**src/rtl/byte_serial_adder_if.sv**
```systemverilog
// byte_serial_adder_if: start/busy/done handshake plus operand and result bus for the byte-serial adder
interface byte_serial_adder_if #(
    parameter int NBYTES = 4
);
    localparam int W = 8 * NBYTES;

    logic         start;
    logic [W-1:0] a;
    logic [W-1:0] b;
    logic         cin;
    logic         busy;
    logic         done;
    logic [W-1:0] sum;
    logic         cout;
    logic         ovf;

    modport master (
        output start, a, b, cin,
        input  busy, done, sum, cout, ovf
    );

    modport slave (
        input  start, a, b, cin,
        output busy, done, sum, cout, ovf
    );
endinterface

```
**src/rtl/byte_serial_adder.sv**
```systemverilog
// byte_serial_adder: adds two NBYTES-wide operands one byte slice per clock, LSB first
module byte_serial_adder #(
    parameter int NBYTES = 4
) (
    input logic               clk,
    input logic               rst,
    byte_serial_adder_if.slave bus
);
    localparam int W  = 8 * NBYTES;
    localparam int IW = (NBYTES > 1) ? $clog2(NBYTES) : 1;

    typedef enum logic [1:0] {IDLE, RUN, DONE} state_t;

    state_t         r_state;
    logic [IW-1:0]  r_idx;
    logic [W-1:0]   r_a;
    logic [W-1:0]   r_b;
    logic           r_carry;
    logic [W-1:0]   r_sum;
    logic           r_cout;
    logic           r_ovf;
    logic           r_busy;
    logic           r_done;

    logic [IW+2:0]  w_base;
    logic [7:0]     w_a8;
    logic [7:0]     w_b8;
    logic [8:0]     w_add;
    logic [7:0]     w_s8;
    logic           w_c;
    logic           w_last;
    logic           w_accept;

    // current byte slice through the combinational a+b+cin stage
    always_comb begin
        w_base   = {r_idx, 3'b000};
        w_a8     = r_a[w_base +: 8];
        w_b8     = r_b[w_base +: 8];
        w_add    = {1'b0, w_a8} + {1'b0, w_b8} + {8'd0, r_carry};
        w_s8     = w_add[7:0];
        w_c      = w_add[8];
        w_last   = (r_idx == IW'(NBYTES - 1));
        w_accept = bus.start && (r_state != RUN);
    end

    // sequencer: latch operands on start, write one sum byte per RUN cycle, pulse done after the top byte
    always_ff @(posedge clk) begin
        if (rst) begin
            r_state <= IDLE;
            r_idx   <= '0;
            r_a     <= '0;
            r_b     <= '0;
            r_carry <= 1'b0;
            r_sum   <= '0;
            r_cout  <= 1'b0;
            r_ovf   <= 1'b0;
            r_busy  <= 1'b0;
            r_done  <= 1'b0;
        end else begin
            case (r_state)
                RUN: begin
                    r_sum[w_base +: 8] <= w_s8;
                    r_carry            <= w_c;
                    r_idx              <= w_last ? '0 : r_idx + 1'b1;
                    if (w_last) begin
                        r_cout  <= w_c;
                        r_ovf   <= (r_a[W-1] == r_b[W-1]) && (w_s8[7] != r_a[W-1]);
                        r_state <= DONE;
                        r_busy  <= 1'b0;
                        r_done  <= 1'b1;
                    end
                end
                default: begin
                    r_done <= 1'b0;
                    if (w_accept) begin
                        r_a     <= bus.a;
                        r_b     <= bus.b;
                        r_carry <= bus.cin;
                        r_sum   <= '0;
                        r_idx   <= '0;
                        r_state <= RUN;
                        r_busy  <= 1'b1;
                    end else begin
                        r_state <= IDLE;
                    end
                end
            endcase
        end
    end

    assign bus.busy = r_busy;
    assign bus.done = r_done;
    assign bus.sum  = r_sum;
    assign bus.cout = r_cout;
    assign bus.ovf  = r_ovf;
endmodule

```
**src/flat_wrapper.sv**
```systemverilog
// flat-port wrapper written by rule: the top's interface ports become plain ports
module byte_serial_adder_flat 
#(
    parameter int NBYTES = 4
)
  (clk, rst, bus_start, bus_a, bus_b, bus_cin, bus_busy, bus_done, bus_sum, bus_cout, bus_ovf);
  byte_serial_adder_if #(.NBYTES(NBYTES)) bus_i ();
  input logic clk;
  input logic rst;
  input wire logic [$bits(bus_i.start)-1:0] bus_start;
  input wire logic [$bits(bus_i.a)-1:0] bus_a;
  input wire logic [$bits(bus_i.b)-1:0] bus_b;
  input wire logic [$bits(bus_i.cin)-1:0] bus_cin;
  output wire logic [$bits(bus_i.busy)-1:0] bus_busy;
  output wire logic [$bits(bus_i.done)-1:0] bus_done;
  output wire logic [$bits(bus_i.sum)-1:0] bus_sum;
  output wire logic [$bits(bus_i.cout)-1:0] bus_cout;
  output wire logic [$bits(bus_i.ovf)-1:0] bus_ovf;
  assign bus_i.start = bus_start;
  assign bus_i.a = bus_a;
  assign bus_i.b = bus_b;
  assign bus_i.cin = bus_cin;
  assign bus_busy = bus_i.busy;
  assign bus_done = bus_i.done;
  assign bus_sum = bus_i.sum;
  assign bus_cout = bus_i.cout;
  assign bus_ovf = bus_i.ovf;
  byte_serial_adder #(.NBYTES(NBYTES)) u_core (.clk(clk), .rst(rst), .bus(bus_i));
endmodule
```
**config.mk**
```make
export PLATFORM = sky130hd
export DESIGN_NAME = byte_serial_adder_flat
export DESIGN_NICKNAME = d
export VERILOG_FILES = /design/src/rtl/byte_serial_adder_if.sv /design/src/rtl/byte_serial_adder.sv /design/src/flat_wrapper.sv
export SDC_FILE = /design/constraint.sdc
export NUM_CORES = 1
export LEC_CHECK = 0
export CAP_MARGIN = 25
export CORE_UTILIZATION = 36
export DETAILED_ROUTE_END_ITERATION = 8
export SLEW_MARGIN = 40
export SYNTH_ARGS = -nofsm -noshare
export SYNTH_HDL_FRONTEND = slang
export SYNTH_SLANG_ARGS = --single-unit
```
**constraint.sdc**
```tcl
create_clock -name clk -period 4.6 [get_ports clk]
set_input_delay 0.46 -clock clk [delete_from_list [all_inputs] [get_ports clk]]
set_output_delay 0.46 -clock clk [all_outputs]
set_load 0.005 [all_outputs]
```
---- Word-level counts from Yosys, hierarchy flattened ----
Cells that the tools add are included.
operators by class
  $add $sub $neg .......................... 4
  eq/ne operators ......................... 6
  shift-type cells ........................ 4
  muxes and demuxes ....................... 14
  bitwise operators ....................... 1
  reductions and logical operators ........ 7
operator list
  kind                                                   count
  2-to-1 mux 32 bit                                      2
  variable part select 32 x 6 -> 8 bit                   2
  bitwise mux 32 bit                                     1
  variable shift 8 x 7 -> 32 bit, first input constant   1
  variable part select 8 x 7 -> 32 bit                   1
  2-to-1 mux 2 bit                                       5
  adder 8 x 8 -> 9 bit                                   1
  adder 9 x 1 -> 9 bit                                   1
  negation 5 -> 7 bit                                    1
  2-to-1 mux 1 bit                                       6
  AND reduction 2 bit                                    3
  inequality test 2 x 1 -> 1 bit, second input constant  2
  adder 2 x 1 -> 2 bit, second input constant            1
  == test 2 x 1 -> 1 bit, second input constant          1
  == test 2 bit, second input constant                   1
  logical AND 1 bit                                      2
  nonzero test 2 bit                                     1
  OR reduction 2 bit                                     1
  == test 1 bit                                          1
  inequality test 1 bit                                  1
  inverter 1 bit                                         1
word-level totals
  register bits after elaboration ......... 105
  input port bits ......................... 68
  output and inout port bits .............. 36
  logic and storage cells ................. 46

---- Depth between registers and ports, before layout ----
  depth in word-level cells ............... 6
  depth in mapped cells ................... 9
  mapped depth without buffers ............ 8

---- Worst setup path after synthesis ----
OpenSTA, ideal clock, no wires.
  path kind ............................... register -> register
  start point ............................. register u_core.r_idx[0]
  end point ............................... register u_core.r_sum[30] (netlist: u_core.bus.sum[30])
  setup time .............................. 0.065 ns
  arrival time ............................ 3.305 ns
  data required time ...................... 4.535 ns
  path slack .............................. 1.230 ns
  cell stages (with the launch flop) ...... 10
  path buffers ............................ 1
  clock period less this slack ............ 3.370 ns
  path through ............................ dfxtp_1 buf_2 mux4_2 fa_1 fa_1 a211o_1 a211o_1 a221oi_4 a22oi_1 nor2_1
between the ends
  cells in the longest elaborated chain, start to end .. 6
  elaborated cells between the ends (all ways) .. 9
  classes of those cells .................. add/sub: 3; shift: 4; mux: 2
ends and longest elaborated chain
  what                                                            line                                              text
  start, declared                                                 byte_serial_adder.sv:15                           logic [IW-1:0] r_idx;
  start signal, assigned                                          byte_serial_adder.sv:64                           r_idx <= w_last ? '0 : r_idx + 1'b1;
  variable part select 32 x 6 -> 8 bit, on equally long branches  byte_serial_adder.sv:37, byte_serial_adder.sv:38
  adder 8 x 8 -> 9 bit                                            byte_serial_adder.sv:39                           w_add = {1'b0, w_a8} + {1'b0, w_b8} + {8'd0, r_carry};
  adder 9 x 1 -> 9 bit                                            byte_serial_adder.sv:39
  variable part select 8 x 7 -> 32 bit                            byte_serial_adder.sv:62                           r_sum[w_base +: 8] <= w_s8;
  bitwise mux 32 bit *                                            byte_serial_adder.sv:62
  2-to-1 mux 32 bit *                                             byte_serial_adder.sv:60                           case (r_state)
  end signal, assigned by index                                   byte_serial_adder.sv:62
  end, declared                                                   byte_serial_adder.sv:19                           logic [W-1:0] r_sum;
Mark *: on every way between the ends. The rest lies on a longest branch, timed or not.
A chain may end at the register's enable or synchronous reset.

---- Worst setup path after layout ----
Ends and elaborated chain as after synthesis.

==> qor.csv <==
metric;value;unit
CP bufs+invs;1;
max cap viols;0;
CP peak stage delay;570;ps
period utilization;73.6;%
first-pass GRT wire length;18500;um
RSZ-0062 raised after global routing;no;
CTS Root Buffer Type;clkbuf_16;
PortBufs;103;
VDD IR-drop max;0.161;mV
initial antenna violation count;0;
status;completed;
antenna cells;0;
via count;3778;
Layout area overhead;32.7;%
# DRC;0;
Tot GR Track Use;18.3;%
Startpoint Class;register;
RD Place Congestion;0.820;
Initial Util;37.1;%
dpl hpwl;8120;um
final net count;668;
post-DR wirelength/cell;14.7;um
Worst Tran Pin Value;835;ps
Post-synth ARST share;0;%
die area;12900;sq um
Unique masters post-synth;43;
std cell rows;40;
clock buffer count from CTS;9;
Worst-path clk slew;70;ps
WS Path Type;register to register;
Antenna Nets Post-Route;0;
Net Count, Synth;581;
Skew-Pair Late Insertion Delay;340;ps
Layout Skew;9.81;ps
post-CTS sizing;0;
Placeable Area;12100;sq um
Post-CTS Setup Inserts;0;
Slew Viols, Final;0;
R2R setup slack;1220;ps
IO Pins;104;
Hold Fails Final Rpt;0;
Sequential Area;2100;sq um
CTS Hold Bufs;0;
Hold WC Path Type;register to register;
CP max stage cell;mux4_2;
Starting DRT DRC Count;270;
DRT Pass-1 Iters;5;
Mapped Avg Cell Area;8.98;sq um
total negative slack;0;ps
Crit Path Max Fanout;14;
Synth Warn #;0;
Yosys top cell by area;dfxtp_1;
CP top delay family;compound AO/OA/AOI/OAI gates;
largest net degree at the start of global routing;106;
Slew headroom;44.2;%
final core utilization;49.2;%
share of layout cells above drive strength 1;8.78;%
Critical Path RT;4870;ps
# clock sinks;105;
Syn Std Cell Area;4490;sq um
CP arrival;3660;ps
Gate Count Post-Synth;500;
Die X-Extent;114;um
CTS tree;built;
final wirelength;11200;um
crit-path cells;buf_4, mux4_2, fa_1, fa_1, a211o_1, a211o_1, a221oi_4, a22oi_1, nor2_1;
CTS max path bufs;2;
gr ovfl total;0;
area occupied by multi-input gates;2250;sq um
vias in the first global route;3629;
FF+latch count, synth;105;
top post-synthesis cells by area;dfxtp_1 47%, nand2_1 11%, a21oi_1 8.0%;
crit end category;register;
most frequent cells in the layout;133 x nand2_1, 105 x dfxtp_1, 102 x clkdlybuf4s50_1;
number of enable flip-flop cells after synthesis;0;
Cell Pwr Density;345;nW/um^2
Lkg Pwr;0.00216;uW
vias per inst;4.97;
Vert. Die Dim;114;um
Period minus WS final;3380;ps
Synth top area share;46.8;%
H-tree levels;3;
# setup viols final;0;
FILL cells;1208;
Seq/Total Area, Yosys;46.8;%
fmax;295;MHz
commonest non-fill, non-tap cell in the layout;nand2_1;
dominant synthesized flop cell;dfxtp_1;
[area by class of cell]
cell class | instances | share of cell area [%]
Multi-Input combinational cell | 359 | 37.8
Sequential cell | 105 | 35.3
Timing Repair Buffer | 108 | 18.1
Clock buffer | 10 | 3.84
Tap cell | 168 | 3.53
Clock inverter | 6 | 1.26
Inverter | 4 | 0.252
[synth_stat cells, types with 2 or more instances]
cell / count
nor3_1: 7
o21a_1: 2
buf_2: 10
inv_1: 2
nand2_1: 134
dfxtp_1: 105
buf_1: 5
fa_1: 2
nor4_4: 2
nor2_2: 2
a21o_1: 2
a211oi_2: 2
a21oi_2: 2
a211oi_1: 2
a22oi_1: 32
mux4_2: 16
inv_2: 2
and3b_1: 2
ha_1: 11
nand2b_1: 3
nor2_1: 44
a21oi_1: 72
o211ai_1: 3
a211o_1: 2
clkbuf_1: 16
[flip-flops by register name, indices dropped and copies added (netlist names)]
signal / flops
u_core.r_carry: 1
u_core.r_state: 2
u_core.bus.cout: 1
u_core.r_idx: 2
u_core.bus.ovf: 1
u_core.bus.done: 1
u_core.r_b: 32
u_core.bus.busy: 1
u_core.bus.sum: 32
u_core.r_a: 32
[metrics by stage]
stage                     setup WS [ps]  power, uW  instance area (sq um)  instances  hold slack [ps]
after floorplan                    1230       1180                   4490        500              433
after global placement             1290       1300                   5630        743              441
after detailed placement           1230       1310                   5660        744              446
after CTS                          1210       2080                   5960        760              457
after global routing               1010       2160                   5960        760              473
final                              1220       2060                   5960        760              453
[layer usage]
layer  global-route usage [%]  vias to the layer above  routed length (um)
met3                     3.67                        9                 519
met5                        0                        -                   0
met2                     29.9                      103                5210
met4                     4.65                        0                 132
met1                     24.9                     1753                5330
li1                         -                     1913                   -
[report_power, final]
part	switching [uW]	total (uW)	internal (uW)
Combinational	171	313	142
Sequential	22.3	971	949
Clock	343	774	431
Total	536	2060	1520
[final timing paths]
kind	from	to	depth (start not counted)
worst max-delay path	u_core.r_idx[0]	u_core.bus.sum[30]	9
worst min-delay path	u_core.r_a[5]	u_core.r_a[5]	2
worst max register to register	u_core.r_idx[0]	u_core.bus.sum[30]	9
worst min register to register	u_core.r_a[5]	u_core.r_a[5]	2
[worst register-to-register path, stage by stage (launching register included)]
cell and delay [ps]:
dfxtp_1 330, buf_4 250, mux4_2 570, fa_1 450
fa_1 450, a211o_1 350, a211o_1 320, a221oi_4 370
a22oi_1 140, nor2_1 110
[logic make-up (layout without fill, tap and decap cells)]
group | after synthesis | count (layout) | synth area share (%)
compound gates | 127 | 127 | 18.0
xor+xnor | 2 | 2 | 0.390
fa+ha+maj | 13 | 13 | 3.96
buf+inv | 36 | 128 | 3.37
flops | 105 | 105 | 46.8
mux | 17 | 17 | 8.25
simple gates | 200 | 200 | 19.2
No activity file was read; power rests on OpenSTA's default activity.
